## src/rtl/md_pkg.sv

```systemverilog
// md_pkg: shared op encodings, FSM states and step count for the iterative mul/div unit.
package md_pkg;
  typedef enum logic [1:0] {
    MD_MULT  = 2'b00,
    MD_MULTU = 2'b01,
    MD_DIV   = 2'b10,
    MD_DIVU  = 2'b11
  } md_op_e;
  typedef enum logic [1:0] {IDLE, RUN, FIX, DONE} md_state_e;
  localparam int MD_STEPS = 32;
endpackage

```

## src/rtl/md_signfix.sv

```systemverilog
// md_signfix: turns magnitude product/quotient/remainder into the final signed HI/LO pair.
module md_signfix
  import md_pkg::*;
(
  input  logic [31:0] hi_mag,
  input  logic [31:0] lo_mag,
  input  logic [31:0] dvsr,
  input  md_op_e      op,
  input  logic        a_sign,
  input  logic        b_sign,
  output logic [31:0] hi,
  output logic [31:0] lo
);
  logic        neg;
  logic [63:0] prod;
  logic [63:0] sprod;
  assign neg   = a_sign ^ b_sign;
  assign prod  = {hi_mag, lo_mag};
  assign sprod = neg ? -prod : prod;
  // a zero divisor leaves the dividend as remainder; the quotient is pinned to all ones
  assign hi = op[1] ? (a_sign ? -hi_mag : hi_mag) : sprod[63:32];
  assign lo = op[1] ? ((dvsr == '0) ? '1 : (neg ? -lo_mag : lo_mag)) : sprod[31:0];
endmodule

```

## src/rtl/md_iter.sv

```systemverilog
// md_iter: 32-cycle radix-2 multiply/divide unit with sign fix-up, abort and HI/LO result registers.
module md_iter
  import md_pkg::*;
(
  input  logic        clk,
  input  logic        reset,
  input  logic        start,
  input  logic [1:0]  op,
  input  logic [31:0] a,
  input  logic [31:0] b,
  input  logic        req,
  output logic        busy,
  output logic        done,
  output logic [31:0] hi_out,
  output logic [31:0] lo_out
);
  localparam logic [5:0] LAST = 6'(MD_STEPS - 1);
  md_state_e   state, state_n;
  md_op_e      op_q;
  logic [5:0]  cnt;
  logic [63:0] acc, mul_n, div_n;
  logic [31:0] mag, a_abs, b_abs, fix_hi, fix_lo;
  logic [32:0] sum, diff;
  logic        a_sgn, b_sgn, a_neg, b_neg, accept;
  assign accept = (state == IDLE || state == DONE) && start && !req;
  assign a_neg  = !op[0] && a[31];
  assign b_neg  = !op[0] && b[31];
  assign a_abs  = a_neg ? -a : a;
  assign b_abs  = b_neg ? -b : b;
  // multiply: acc = {partial product, remaining multiplier bits}; divide: acc = {remainder, dividend/quotient}
  assign sum   = {1'b0, acc[63:32]} + {1'b0, acc[0] ? mag : 32'd0};
  assign mul_n = {sum, acc[31:1]};
  assign diff  = acc[63:31] - {1'b0, mag};
  assign div_n = diff[32] ? {acc[62:0], 1'b0} : {diff[31:0], acc[30:0], 1'b1};
  assign busy  = state == RUN || state == FIX;
  assign done  = state == DONE;
  always_comb
    state_n = req ? IDLE :
              (state == RUN) ? ((cnt == LAST) ? FIX : RUN) :
              (state == FIX) ? DONE :
              accept ? RUN : IDLE;
  md_signfix u_signfix (
    .hi_mag(acc[63:32]),
    .lo_mag(acc[31:0]),
    .dvsr  (mag),
    .op    (op_q),
    .a_sign(a_sgn),
    .b_sign(b_sgn),
    .hi    (fix_hi),
    .lo    (fix_lo)
  );
  always_ff @(posedge clk or posedge reset)
    if (reset) begin
      state  <= IDLE;
      op_q   <= MD_MULT;
      cnt    <= '0;
      acc    <= '0;
      mag    <= '0;
      a_sgn  <= 1'b0;
      b_sgn  <= 1'b0;
      hi_out <= '0;
      lo_out <= '0;
    end else begin
      state <= state_n;
      if (accept) begin
        op_q  <= md_op_e'(op);
        a_sgn <= a_neg;
        b_sgn <= b_neg;
        mag   <= op[1] ? b_abs : a_abs;
        acc   <= {32'd0, op[1] ? a_abs : b_abs};
        cnt   <= '0;
      end else if (state == RUN) begin
        acc <= op_q[1] ? div_n : mul_n;
        cnt <= cnt + 6'd1;
      end
      if (state == FIX && !req) begin
        hi_out <= fix_hi;
        lo_out <= fix_lo;
      end
    end
endmodule

```

## config.mk

```make
export PLATFORM = sky130hd
export DESIGN_NAME = md_iter
export DESIGN_NICKNAME = d
export VERILOG_FILES = /design/src/rtl/md_pkg.sv /design/src/rtl/md_signfix.sv /design/src/rtl/md_iter.sv
export SDC_FILE = /design/constraint.sdc
export NUM_CORES = 1
export LEC_CHECK = 0
export CAP_MARGIN = 25
export CORE_MARGIN = 2
export CORE_UTILIZATION = 32
export CTS_CLUSTER_SIZE = 28
export DETAILED_ROUTE_END_ITERATION = 8
export GPL_ROUTABILITY_DRIVEN = 0
export SKIP_LAST_GASP = 1
export SLEW_MARGIN = 20
export SYNTH_ARGS = -nofsm -noshare
export SYNTH_HDL_FRONTEND = slang
export SYNTH_SLANG_ARGS = --single-unit
```

## constraint.sdc

```tcl
create_clock -name clk -period 11.21 [get_ports clk]
set_input_delay 2.242 -clock clk [delete_from_list [all_inputs] [get_ports clk]]
set_output_delay 2.242 -clock clk [all_outputs]
set_load 0.005 [all_outputs]
```

* Yosys cells after proc, flatten, opt, wreduce, memory -nomap -nowiden *
Index checks and enable logic that the tools add are counted.
Widths: inputs -> output; s select.

storage, ports and cells
  register bits after elaboration = 172
  output and inout bits = 66
  logic and storage cells = 56

operators by class
  add/sub/neg operators = 8
  eq/ne operators = 4
  muxes and demuxes = 22
  bitwise gates (word level) = 1
  reductions and logical operators = 12

operators by type and width
  kind                 count
  $mux 32              10
  $mux 64              5
  $neg 32->32          4
  $neg 64->64          1
  $add 32x32->33       1
  $sub 33x32->33       1
  $logic_not 32->1     1
  $mux 6               2
  $mux 2               4
  $add 6x1->6 const B  1
  $eq 6x5->1 const B   1
  $logic_and 1x1->1    5
  $eq 2x2->1 const B   2
  $eq 2x1->1 const B   1
  $logic_not 1->1      2
  $logic_not 2->1      1
  $logic_or 1x1->1     2
  $reduce_bool 2->1    1
  $mux 1               1
  $xor 1x1->1          1

* Longest topological paths before layout *
Gate-level depths: netlist of the first run.

  depth in word-level cells = 8
  gate-level depth with buffers = 15
  gate-level depth less buffers = 14

* By module *
From an unflattened synthesis of the first run, not the netlist that was laid out.

second synthesis, totals
  cells, all modules = 1,864
  area total of the unflattened synthesis = 15,139.5 µm²

modules (own cells, without submodules)
  module      times used  cells each  area an instance (µm²)  sequential area each (µm²)
  md_iter     1           1,507       12,924.9                4,304.1
  md_signfix  1           357         2,214.6                 0.0

* Least setup slack after synthesis of the first run *
No wires, ideal clock.

  path type = input port to flip-flop
  start = in a[3]
  end = reg acc[25]
  setup time = 136 ps
  data arrival time = 4,407 ps
  data required time = 11,074 ps
  setup slack = 6,667 ps
  stages on the path = 10
  buffers on the path = 0
  cells stage by stage = or3_1 -> or4_1 -> nor3b_1 -> and3b_1 -> nand2_1 -> o41ai_1 -> xor2_1 -> nand2_1 -> o211ai_1 -> o21ai_0

between the ends
  longest elaborated chain between the ends = 4

ends and longest elaborated chain
  what                    line           text
  start: declaration      md_iter.sv:9   input logic [31:0] a,
  $neg 32->32             md_iter.sv:28  assign a_abs = a_neg ? -a : a;
  $mux 32                 md_iter.sv:28
  $mux 32                 md_iter.sv:70  acc <= {32'd0, op[1] ? a_abs : b_abs};
  $mux 64                 md_iter.sv:65  if (accept) begin
  end signal: assignment  md_iter.sv:70
  end signal: assignment  md_iter.sv:73  acc <= op_q[1] ? div_n : mul_n;
  end: declaration        md_iter.sv:21  logic [63:0] acc, mul_n, div_n;

No other way between the ends.
A chain may end at the register's enable or synchronous reset.

* Worst setup path after layout of the first run *
  start = in b[3]
  end = reg acc[29]

between the ends
  longest elaborated chain between the ends = 4

ends and longest elaborated chain
  what                line           text
  start: declaration  md_iter.sv:10  input logic [31:0] b,
  $neg 32->32         md_iter.sv:29  assign b_abs = b_neg ? -b : b;
  $mux 32             md_iter.sv:29
  $mux 32             md_iter.sv:70
  $mux 64             md_iter.sv:65

No other way between the ends.

==> impl.org, run 1 <==
** Outcome
- The flow ran to the end, and the final reports show no timing, DRC or antenna violations.

** Clock tree
- The later pin in the worst-skew pair is clocked with a latency of 450 ps.
- Maximum count of clock buffers along a single path :: 2
- The number of setup buffers added after CTS is 0.
- CTS built an H-tree with a depth of 4.
- After clock tree synthesis, the clock-pin slew on the worst setup and hold paths is 70 ps.
- Counting every sink on the clock net gives between 150 and 200.
- In this run the clock root is driven by a sky130_fd_sc_hd__clkbuf_16.
- TritonCTS built the clock tree.
- Count of hold buffers inserted by post-cts repair :: 0
- TritonCTS created 17 clock buffers.
- Once the clock tree was built, the resizer swapped 0 gates to a different size.

** STA
- In the finished design, the share of the clock period the worst path needs comes to 0.443.
- The clock arrives with ~19 ps of skew.
- Final hold violation count :: 0
- Sum of negative setup slack :: 0 ps
- Peak clock frequency supported by timing :: approximately 200 MHz
- In this run the tightest slew margin relative to its limit is 0.250.
- For the finished layout, the period the worst path requires is a little under 5000 ps.
- Setup repair after global routing missed its margin :: false
- Final Max Tran Viols :: 0
- Setup violations remaining at the end of the flow were counted as 0.
- For the pin with the worst max-slew slack, the measured transition is approximately 1100 ps.

** Yosys
- The Yosys step of the flow raised 0 warnings.
- In the synthesized netlist the dominant register cell turns out to be sky130_fd_sc_hd__dfrtp_1.
- Proportion of synthesized flip-flops having asynchronous set or reset :: 1.00
- The synthesized netlist occupies a cell area of 14100 um^2.
- Share of synthesized area occupied by flip-flops and latches :: 0.302
- The average instance in the mapped netlist occupies between 7 and 8 um^2.
- Area share of the largest cell type after synthesis :: 0.302
- Number of instances in the synthesized netlist :: between 1500 and 2000
- Number of enable flip-flop cells after synthesis :: 0
- Synthesized Nets :: 1941
- Counting flops and latches in the post-synthesis netlist gives between 150 and 200.
- Largest area contributor in the synthesized netlist :: sky130_fd_sc_hd__dfrtp_1
- Number of distinct library cell variants in the gate-level netlist after synthesis :: 70
- Sorting the synthesized cells by area gives the leading types as sky130_fd_sc_hd__dfrtp_1, sky130_fd_sc_hd__o21ai_0, sky130_fd_sc_hd__ha_1, sky130_fd_sc_hd__xnor2_1, sky130_fd_sc_hd__a21oi_1.

** Floorplanning
- Height of the die :: about 210 um
- The die is 214 um wide.
- Core outline area :: about 44000 um^2
- Initial standard-cell utilization of the core :: 0.322
- Top-level I/O count :: between 100 and 150
- The die covers about 46000 um^2.
- Site Rows :: 77

** Final layout
- The number of antenna diodes in the final layout is 0.
- Counting the fill cells in the layout gives ~4600.
- The area growth from synthesis to layout is 17.6%.
- In the final design database the tool counted 2009 nets.
- The library cell used most frequently in the layout, excluding fill and tap cells, is sky130_fd_sc_hd__nand2_1.
- Multi-input gate area in the final layout :: 9280 um^2
- Register area :: around 4300 um^2
- Final standard cell count with taps included and fillers excluded :: 2470
- Summing all non-filler instances in the final layout gives an area of roughly 17000 um^2.
- Of the cells placed in the final design, the portion with a size suffix greater than 1 is 0.0410.
- Commonest non-fill, non-tap cells in the layout :: sky130_fd_sc_hd__nand2_1, sky130_fd_sc_hd__nor2_1, sky130_fd_sc_hd__o21ai_0

** Worst setup path
- CP Data Arrival Time :: between 5000 and 6000 ps
- STA puts the critical path data required time at ~12000 ps.
- Largest fanout on the critical path :: 4
- Worst Path Class, Setup :: primary input to flop
- Startpoint type of the worst setup path :: primary input
- STA classifies the critical path endpoint as a flop.

** Global route
- Antenna violations before repair :: 0
- The total overflow left after global routing is 0.
- Gr usage total :: 0.188
- Entering global routing, the biggest net connects between 100 and 150 pins.
- Number of global-route vias before repair :: about 13000
- Global-route wire length before repair :: 70.1 mm

** Power
- The share of total power dissipated in combinational logic is 0.525.
- Of the total power, the share spent switching nets is 0.455.
- In this run the power density over the cells is slightly below 200 nW/um^2.
- Summed over all cells, the static leakage comes to about 7 nW.
- In this run the power spent charging and discharging nets is around 1.5 mW.
- Worst voltage drop across the vdd grid :: 0.129 mV
- Power Total :: ~3.2 mW
- Fraction of power consumed by the clock network :: 0.181
- The share of total power dissipated in sequential elements is 0.294.
- Cell internal power dissipation :: roughly 1.8 mW

** Placed design
- Standard cell area after detailed placement :: between 15000 and 20000 um^2
- Total placed cells including tap cells :: 2435
- Port bufs :: 135
- HPWL Detailed :: between 30 and 40 mm

** Routing
- Number of remaining DRC errors :: 0
- After the first detailed-routing iteration, the DRC count stood at ~1100.
- For this block, the routed nets add up to about 43 mm of wire.
- Number of optimization iterations in the first detailed-route pass :: 6
- Dividing the detail-routed via count by the number of cells gives ~5.4.
- Final antenna-violating net count :: 0
- Vias post-DR :: approximately 13000
- WL per Instance :: approximately 17 um

** Worst hold path
- The tightest min-delay check is of the flop to flop type.

** Flow run
- Max-cap violations in this run came to 0.
[through the flow]
stage	setup slack [ps]	util	hold WS, ps
2_1_floorplan	4340	-	450
3_3_place_gp	5840	0.364	465
3_5_place_dp	5810	0.364	474
4_1_cts	6280	0.377	490
5_1_grt	5990	0.379	512
6_report	6240	0.379	481
[sequential cells by signal, indices dropped and copies added, names as in the netlist]
name and cells:
a_sgn 1, acc 64, b_sgn 1, cnt 6, hi_out 32, lo_out 32
mag 32, op_q 1, state 2
[cells by family (layout without fill, tap and decap cells)]
logic type      after synthesis  in the layout  share of synthesized area
simple gates                569            569                      0.186
buf+inv                     169            250                     0.0456
fa+ha+maj                    74             74                     0.0665
flops                       171            171                      0.302
mux                          68             68                     0.0485
compound gates              564            564                      0.238
xor+xnor                    182            182                      0.113
[routing by layer]
layer,GRT usage,vias up,wire (um)
met4,0.0456,0,592
met1,0.271,6300,20600
li1,-,6532,-
met5,0,-,0
met3,0.0299,24,2780
met2,0.292,445,19100
[power groups by stage]
stage          registers (mW)  logic, mW  clock network, mW
2_1_floorplan           0.857       1.28                  0
3_3_place_gp            0.956       1.64                  0
3_5_place_dp            0.961       1.67                  0
4_1_cts                 0.949       1.68              0.601
5_1_grt                 0.974       1.89              0.624
6_report                0.955       1.71              0.588
[synth_stat cells, drive strengths merged, types with 3 or more instances]
master and n:
nor2 192, nand2 196, a22oi 13, xor2 82
a21oi 167, o221ai 5, nand3b 4, nor2b 15
inv 66, and3 6, clkbuf 90, or2 5
ha 72, a21boi 4, nand2b 17, a2bb2oi 3
nand4 14, nor3b 9, o2111ai 3, nor3 30
or3 12, nor4 27, a2111oi 6, nand3 18
a31oi 13, and4 3, xnor2 100, o41ai 9
buf 13, a211oi 16, or4 9, and2 5
o21bai 5, a21o 37, mux2 4, mux2i 64
dfrtp 171, o211ai 46, o21ai 197, o21a 8
o31ai 13
[final cells by class]
| type | instances | area share |
|---|---|---|
| Multi-Input combinational cell | 1457 | 0.557 |
| Sequential cell | 171 | 0.257 |
| Timing Repair Buffer | 152 | 0.0911 |
| Tap cell | 592 | 0.0445 |
| Clock buffer | 19 | 0.0266 |
| Inverter | 66 | 0.0152 |
| Clock inverter | 13 | 0.00812 |
[worst max-delay path, cell delays in order]
cell                              delay (ps)
sky130_fd_sc_hd__clkdlybuf4s50_1         450
sky130_fd_sc_hd__or3_1                   430
sky130_fd_sc_hd__or4_1                   480
sky130_fd_sc_hd__nor3_1                  400
sky130_fd_sc_hd__nand3_1                 200
sky130_fd_sc_hd__nor3_1                  370
sky130_fd_sc_hd__a21oi_1                 140
sky130_fd_sc_hd__xnor2_1                 240
sky130_fd_sc_hd__nor2_1                   70
sky130_fd_sc_hd__a21oi_1                 150
sky130_fd_sc_hd__o21ai_0                  90
[worst paths after layout]
| kind | slack [ps] | cells past startpoint | startpoint | end |
|---|---|---|---|---|
| setup reg to reg | 7020 | 13 | acc[31] | acc[62] |
| hold / removal | 480 | 2 | hi_out[13] | hi_out[13] |
| setup / recovery | 6240 | 11 | b[3] | acc[29] |
| hold reg to reg | 480 | 2 | hi_out[13] | hi_out[13] |
| max in group asynchronous | 7650 | 4 | reset | mag[26] |
| min in group asynchronous | 2380 | 2 | reset | acc[46] |
No activity file was read; power rests on OpenSTA's default activity.
==> run 2, diff against run 1 <==
==> constraint.sdc (replaced) <==
create_clock -name clk -period 4.8 [get_ports clk]
set_input_delay 0.96 -clock clk [delete_from_list [all_inputs] [get_ports clk]]
set_output_delay 0.96 -clock clk [all_outputs]
set_load 0.005 [all_outputs]
==> run 2 against run 1 <==
Net effect: total power grew 130%; sequential share of layout area shrank 0.085 points; via count fell by 0.68%; clock-buffer cell count fell by 2; hold slack got worse by 3.8 ps; worst setup slack got worse by 5400 ps; die area did not move; clock power is 130% higher; first-iteration DRC count shrank 4.6%; sequential power grew 130%; critical path type is now flop to flop; largest power group unchanged; highest routed layer unchanged.
==> impl.org, run 2 (same netlist as run 1, synthesis figures left out) <==
** Outcome
- The run finished with clean final reports.

** Floorplanning
- ~140 I/O pins were placed.
- Core outline area :: between 40000 and 50000 um^2
- The die covers around 46000 um^2.
- Height of the die :: 214 um
- Row generation in the floorplan step produced just under 80 rows.
- The die is 214 um wide.
- Initial standard-cell utilization of the core :: 0.322

** Clock tree
- After clock tree synthesis, the clock-pin slew on the worst setup and hold paths is ~80 ps.
- Post-CTS timing repair inserted 0 buffers for setup.
- At the later pin of the worst-skew pair, clock insertion delay measures 460 ps.
- TritonCTS built the clock tree.
- Num CTS Buffers :: 17
- No sink is reached through more buffers than the 2 on the longest clock path.
- Count of hold buffers inserted by post-cts repair :: 0
- Cell at the root of the clock tree :: sky130_fd_sc_hd__clkbuf_16
- The tree built by TritonCTS fans out to 171 sinks.
- The H-tree generated during clock tree synthesis spans 4 levels.
- Post-CTS sizing :: 0

** Routing
- In the final routed layout, each cell accounts on average for 17.5 um.
- Number of remaining DRC errors :: 0
- Vias post-DR :: between 10000 and 15000
- For this block, the routed nets add up to around 43 mm of wire.
- In this run the remaining antenna-violating nets after routing total 0.
- The first detailed-routing pass ran for 5 iterations.
- After the first detailed-routing iteration, the DRC count stood at roughly 1100.
- Detail-routed via count per cell :: between 5 and 6

** Final layout
- Register area :: approximately 4300 um^2
- From synthesis to final layout, the design area changed by 18.0%.
- Final standard cell count with taps included and fillers excluded :: 2474
- Antenna Cells :: 0
- For this run, the post-layout net count is roughly 2000.
- Layout cell share with drive strength beyond 1 :: 0.0441
- Commonest non-fill, non-tap cell in the layout :: sky130_fd_sc_hd__nand2_1
- Utilization after layout :: 0.380
- In the final layout, the multi-input gates occupy approximately 9300 um^2.
- Number of flip-flops under the largest register name :: 64
- Most flop-heavy register :: acc
- Counting the fill cells in the layout gives approximately 4600.
- Commonest non-fill, non-tap cells in the layout :: sky130_fd_sc_hd__nand2_1, sky130_fd_sc_hd__nor2_1, sky130_fd_sc_hd__o21ai_0

** STA
- Clock skew on the completed layout was measured at between 15 and 20 ps.
- Final worst path period need :: 3980 ps
- Of the available clock period, the critical path in the final layout requires 0.830.
- The max-slew violation total from the final report was 0.
- Sum of negative setup slack :: 0 ps
- Headroom to the max-slew limit came out at 0.402.
- Final hold violation count :: 0
- Worst Max-Slew Pin Slew :: approximately 900 ps
- Final setup violation count :: 0
- Peak clock frequency supported by timing :: between 200 and 300 MHz
- Setup repair after global routing left no endpoint under its margin.
- Worst hold slack :: about 480 ps

** Worst setup path
- Series of cell instances along the critical path :: inv_1, buf_4, nor2_1, ha_1, a2111oi_0, o21ai_0, a211oi_1, a21o_1, o21ai_0, a211oi_1, o21ai_0, xor2_1, mux2i_1, a21oi_1
- The critical path crosses 14 cells after its start point.
- The worst setup path is captured at a flop.
- The largest single stage delay on the critical path is about 520 ps.
- Critical Path Slowest Stage Cell :: sky130_fd_sc_hd__a211oi_1
- The cell family contributing the most delay on the critical path is compound AO/OA/AOI/OAI gates.
- Startpoint type of the worst setup path :: flop
- Setup slack on the worst reg-to-reg path comes out at roughly 800 ps.
- CP Data Arrival Time :: roughly 4300 ps
- Number of buffer and inverter instances along the worst setup path :: 2
- Measured in cells, the most critical reg-to-reg path has a length of 14.
- Counting stages on the worst path, the most repeated cell is sky130_fd_sc_hd__o21ai_0.
- Worst Path Class, Setup :: flop to flop
- The startpoint identified for the worst register-to-register timing path is acc[0].
- Critical path origin :: acc[0]
- For the worst setup path, the data required time is around 5100 ps.
- Largest fanout on the critical path :: 21
- Worst reg2reg endpoint :: acc[62]
- The critical path ends at acc[62].

** Global route
- The initial antenna violation count was 0.
- The total overflow left after global routing is 0.
- Entering global routing, the biggest net connects 116 pins.
- Global-route wire length before repair :: roughly 70 mm
- Number of global-route vias before repair :: roughly 13000
- Gr usage total :: 0.186

** Power
- Leakage power figure :: 7.00 nW
- VDD sags by at most roughly 0.29 mV.
- For this design the ratio of total power to cell area is between 400 and 500 nW/um^2.

** Placed design
- After legalization and detailed placement, the total HPWL measured 33.9 mm.
- Port buffering added approximately 140 buffers.
- Total placed cells including tap cells :: 2442

** Worst hold path
- Hold Crit Class :: flop to flop

** Flow run
- Max-cap violations in this run came to 0.
-- run 2: cell types whose count changed in the layout (fill, tap and decap cells not counted), sizes merged --
cell and delta:
clkinv -1, clkinvlp +3, bufinv -1, clkbuf -2, buf +5
-- run 2: metal layers --
metal / track usage / up-vias / wire length [um]
li1: - / 6525 / -
met1: 0.265 / 6181 / 20700
met2: 0.294 / 450 / 19100
met3: 0.0296 / 54 / 2650
met4: 0.0477 / 0 / 746
met5: 0 / - / 0
-- run 2: where the power goes --
| group | internal, mW | switching, mW | leakage (nW) |
|---|---|---|---|
| combinational | 1.71 | 2.30 | 4.53 |
| clock | 0.691 | 0.685 | 0.273 |
| sequential | 1.71 | 0.510 | 2.20 |
-- run 2: worst min-delay path by stage --
stage | cells after the start | start | slack, ps | end
2_1_floorplan | 2 | mag[10] | 450 | mag[10]
3_3_place_gp | 2 | hi_out[6] | 470 | hi_out[6]
3_5_place_dp | 2 | hi_out[15] | 470 | hi_out[15]
4_1_cts | 2 | hi_out[15] | 490 | hi_out[15]
5_1_grt | 2 | hi_out[5] | 500 | hi_out[5]
6_report | 2 | hi_out[5] | 480 | hi_out[5]
-- run 2: cell type report --
cell class	instances	area share
multi-input combinational	1457	0.557
sequential	171	0.256
timing repair buffer	157	0.0929
tap	592	0.0444
clock buffer	17	0.0255
inverter	66	0.0151
clock inverter	14	0.00937
-- run 2: tightest hold or removal path: stages (launching register included) --
cell,delay [ps]
sky130_fd_sc_hd__dfrtp_1,340
sky130_fd_sc_hd__nand2_1,40
sky130_fd_sc_hd__o21ai_0,60
-- run 2: metrics by stage --
step | instance area, um^2 | power [mW] | setup slack [ps]
after floorplan | 14200 | 5.00 | 1540
after global routing | 16700 | 8.15 | 466
after CTS | 16700 | 7.57 | 912
after global placement | 16100 | 6.11 | 741
final | 16700 | 7.60 | 817
after detailed placement | 16100 | 6.18 | 712
==> run 3, diff against run 2 <==
==> constraint.sdc (replaced) <==
create_clock -name clk -period 3.98 [get_ports clk]
set_input_delay 0.796 -clock clk [delete_from_list [all_inputs] [get_ports clk]]
set_output_delay 0.796 -clock clk [all_outputs]
set_load 0.005 [all_outputs]
==> run 3 against run 2 <==
Net effect: core utilization grew 0.59 points; non-clock buffer count is 42 higher; routed wire length up 1.6%; maximum frequency rose by 9.3%; final cell count grew 1.7%; combinational power up 27%; global-route usage grew 0.51 points; clock-buffer cell count increased by 2; highest routed layer unchanged.
==> impl.org, run 3 (same netlist as run 1, synthesis figures left out) <==
** Final layout
- Number of flip-flops under the largest register name :: between 60 and 70
- At the end of the flow, the number of nets in the layout was just over 2000.
- Antenna Cells :: 0
- From synthesis to final layout, the design area changed by 19.9%.
- In the layout the commonest cells are sky130_fd_sc_hd__nand2_1, sky130_fd_sc_hd__nor2_1, sky130_fd_sc_hd__o21ai_0.
- The finished layout holds ~2500 standard cells, fillers aside.
- The library cell used most frequently in the layout, excluding fill and tap cells, is sky130_fd_sc_hd__nand2_1.
- In the final layout, the share of cells above drive strength 1 is 0.0634.
- Most flop-heavy register :: acc

** Clock tree
- Num CTS Buffers :: 17
- After clock tree synthesis, the clock-pin slew on the worst setup and hold paths is roughly 80 ps.
- The tree is rooted in a sky130_fd_sc_hd__clkbuf_16.
- Maximum count of clock buffers along a single path :: 2
- Gates resized during post-CTS repair numbered 0.
- TritonCTS built the clock tree.
- Number of sinks driven by the clock tree :: ~170
- Count of hold buffers inserted by post-cts repair :: 0
- The H-tree was split into 4 levels.
- Post-CTS setup buffer count :: 0
- At the later pin of the worst-skew pair, clock insertion delay measures around 460 ps.

** STA
- Of the available clock period, the critical path in the final layout requires 0.916.
- At the pin with the least slew margin, the transition time is ~840 ps.
- Peak clock frequency supported by timing :: around 270 MHz
- Headroom to the max-slew limit came out at 0.439.
- For the final routed database, the setup TNS stands at 0 ps.
- Setup violations remaining at the end of the flow were counted as 0.
- The clock arrives with approximately 19 ps of skew.
- Setup repair after global routing missed its margin :: false
- The worst path in the final design needs a cycle of 3640 ps, including I/O delays and setup.
- The number of hold violations in the final report came to 0.
- Final Max Tran Viols :: 0

** Worst setup path
- Worst Path Class, Setup :: flop to flop
- Startpoint type of the worst setup path :: flop
- Among cell families on the critical path, the largest total delay comes from compound AO/OA/AOI/OAI gates.
- The most critical setup path has its startpoint at acc[0].
- CP Data Arrival Time :: about 4000 ps
- Number of buffer and inverter instances along the worst setup path :: 1
- Measured in cells, the most critical reg-to-reg path has a length of 12.
- Largest fanout on the critical path :: 14
- Traced cell by cell, the critical path runs through inv_1, nor2_1, ha_1, a2111oi_0, a21oi_1, nor4_1, nor2_1, a21oi_1, o31ai_1, xnor2_1, a2bb2oi_1, o211ai_1.
- Counting buffers and inverters, the worst setup path is 12 cells deep.
- Worst R2R Setup Slack :: 340 ps
- CP max stage delay :: between 500 and 600 ps
- On the critical path, the stage with the largest delay is an instance of sky130_fd_sc_hd__a2111oi_0.
- Worst setup EP type :: flop
- Worst reg2reg endpoint :: acc[61]
- Data required time of the critical path :: about 4300 ps
- The worst register-to-register path begins at acc[0].
- Worst setup path endpoint :: acc[61]

** Floorplanning
- about 140 I/O pins were placed.
- The die covers approximately 46000 um^2.
- Core outline area :: ~44000 um^2
- Horiz. Die Dim :: about 210 um
- Measured along the y axis, the die boundary spans between 200 and 250 um.
- Site Rows :: between 70 and 80
- For this configuration, the core starts out at a cell density of 0.322.

** Global route
- Across every metal layer, demand over resource in global routing totals 0.191.
- Total congestion overflow after global routing :: 0
- The via count of the first global-routing pass was about 13000.
- The initial antenna violation count is 0.
- Maximum number of pins on one net before global-route repair :: about 120
- Global-route wire length before repair :: a little over 70 mm

** Placed design
- Port bufs :: 135
- HPWL Detailed :: between 30 and 40 mm
- Total placed cells including tap cells :: 2484

** Worst hold path
- Hold Crit Class :: flop to flop

** Routing
- Number of remaining DRC errors :: 0
- Final antenna-violating net count :: 0
- The first detailed-routing pass ran for 7 iterations.
- Detail-routed via count per cell :: ~5.3
- Detailed-route wire length :: 43.9 mm
- Detailed routing inserted a total of about 13000 vias.
- After detailed routing, the average wire length per cell comes to about 17 um.
- After the first detailed-routing iteration, the DRC count stood at around 1100.

** Power
- PwrDens :: 546 nW/um^2
- Power comes to 9.25 mW.
- Summed over all cells, the static leakage comes to slightly above 7 nW.
- VDD sags by at most 0.350 mV.

** Flow run
- Max-cap violation count :: 0

** Outcome
- Result of the run :: complete, no violations
run 3: layout make-up:
class	instances	area (um^2)
timing repair buffer	199	1870
clock inverter	12	106
fill	4593	27000
multi-input combinational	1457	9280
tap	592	741
clock buffer	19	433
sequential	171	4280
inverter	66	251
run 3: how the worst min path moves through the flow:
stage | from | cells after the start | end
after floorplan | mag[10] | 2 | mag[10]
after global placement | hi_out[6] | 2 | hi_out[6]
after detailed placement | mag[12] | 2 | mag[12]
after CTS | hi_out[19] | 2 | hi_out[19]
after global routing | mag[12] | 2 | mag[12]
final | hi_out[19] | 2 | hi_out[19]
run 3: where the power goes:
group	switching (mW)	internal [mW]
Sequential	0.512	2.06
Combinational	2.93	2.17
Clock	0.764	0.815
run 3: worst reg2reg max path: cells and delay by family (launching register included):
family,cells,cell delay [ps]
flip-flops,1,380
buffers and inverters,1,320
adder cells (fa/ha/maj),1,380
XOR/XNOR,1,160
AO/OA/AOI/OAI,6,1550
AND/OR/NAND/NOR,3,720
run 3: routing by layer:
metal  vias up  track usage  routed length, um
li1       6630            -                  -
met3        43       0.0393               3060
met4         0       0.0523                762
met2       441        0.298              19400
met5         -            0                  0
met1      6323        0.269              20700
run 3: metrics by stage:
step	utilization	hold slack, ps	area, um^2	setup WS, ps
6_report	0.386	478	17000	336
3_3_place_gp	0.373	464	16400	234
2_1_floorplan	-	450	14200	727
3_5_place_dp	0.373	470	16400	156
5_1_grt	0.386	502	17000	64.7
4_1_cts	0.385	484	16900	408
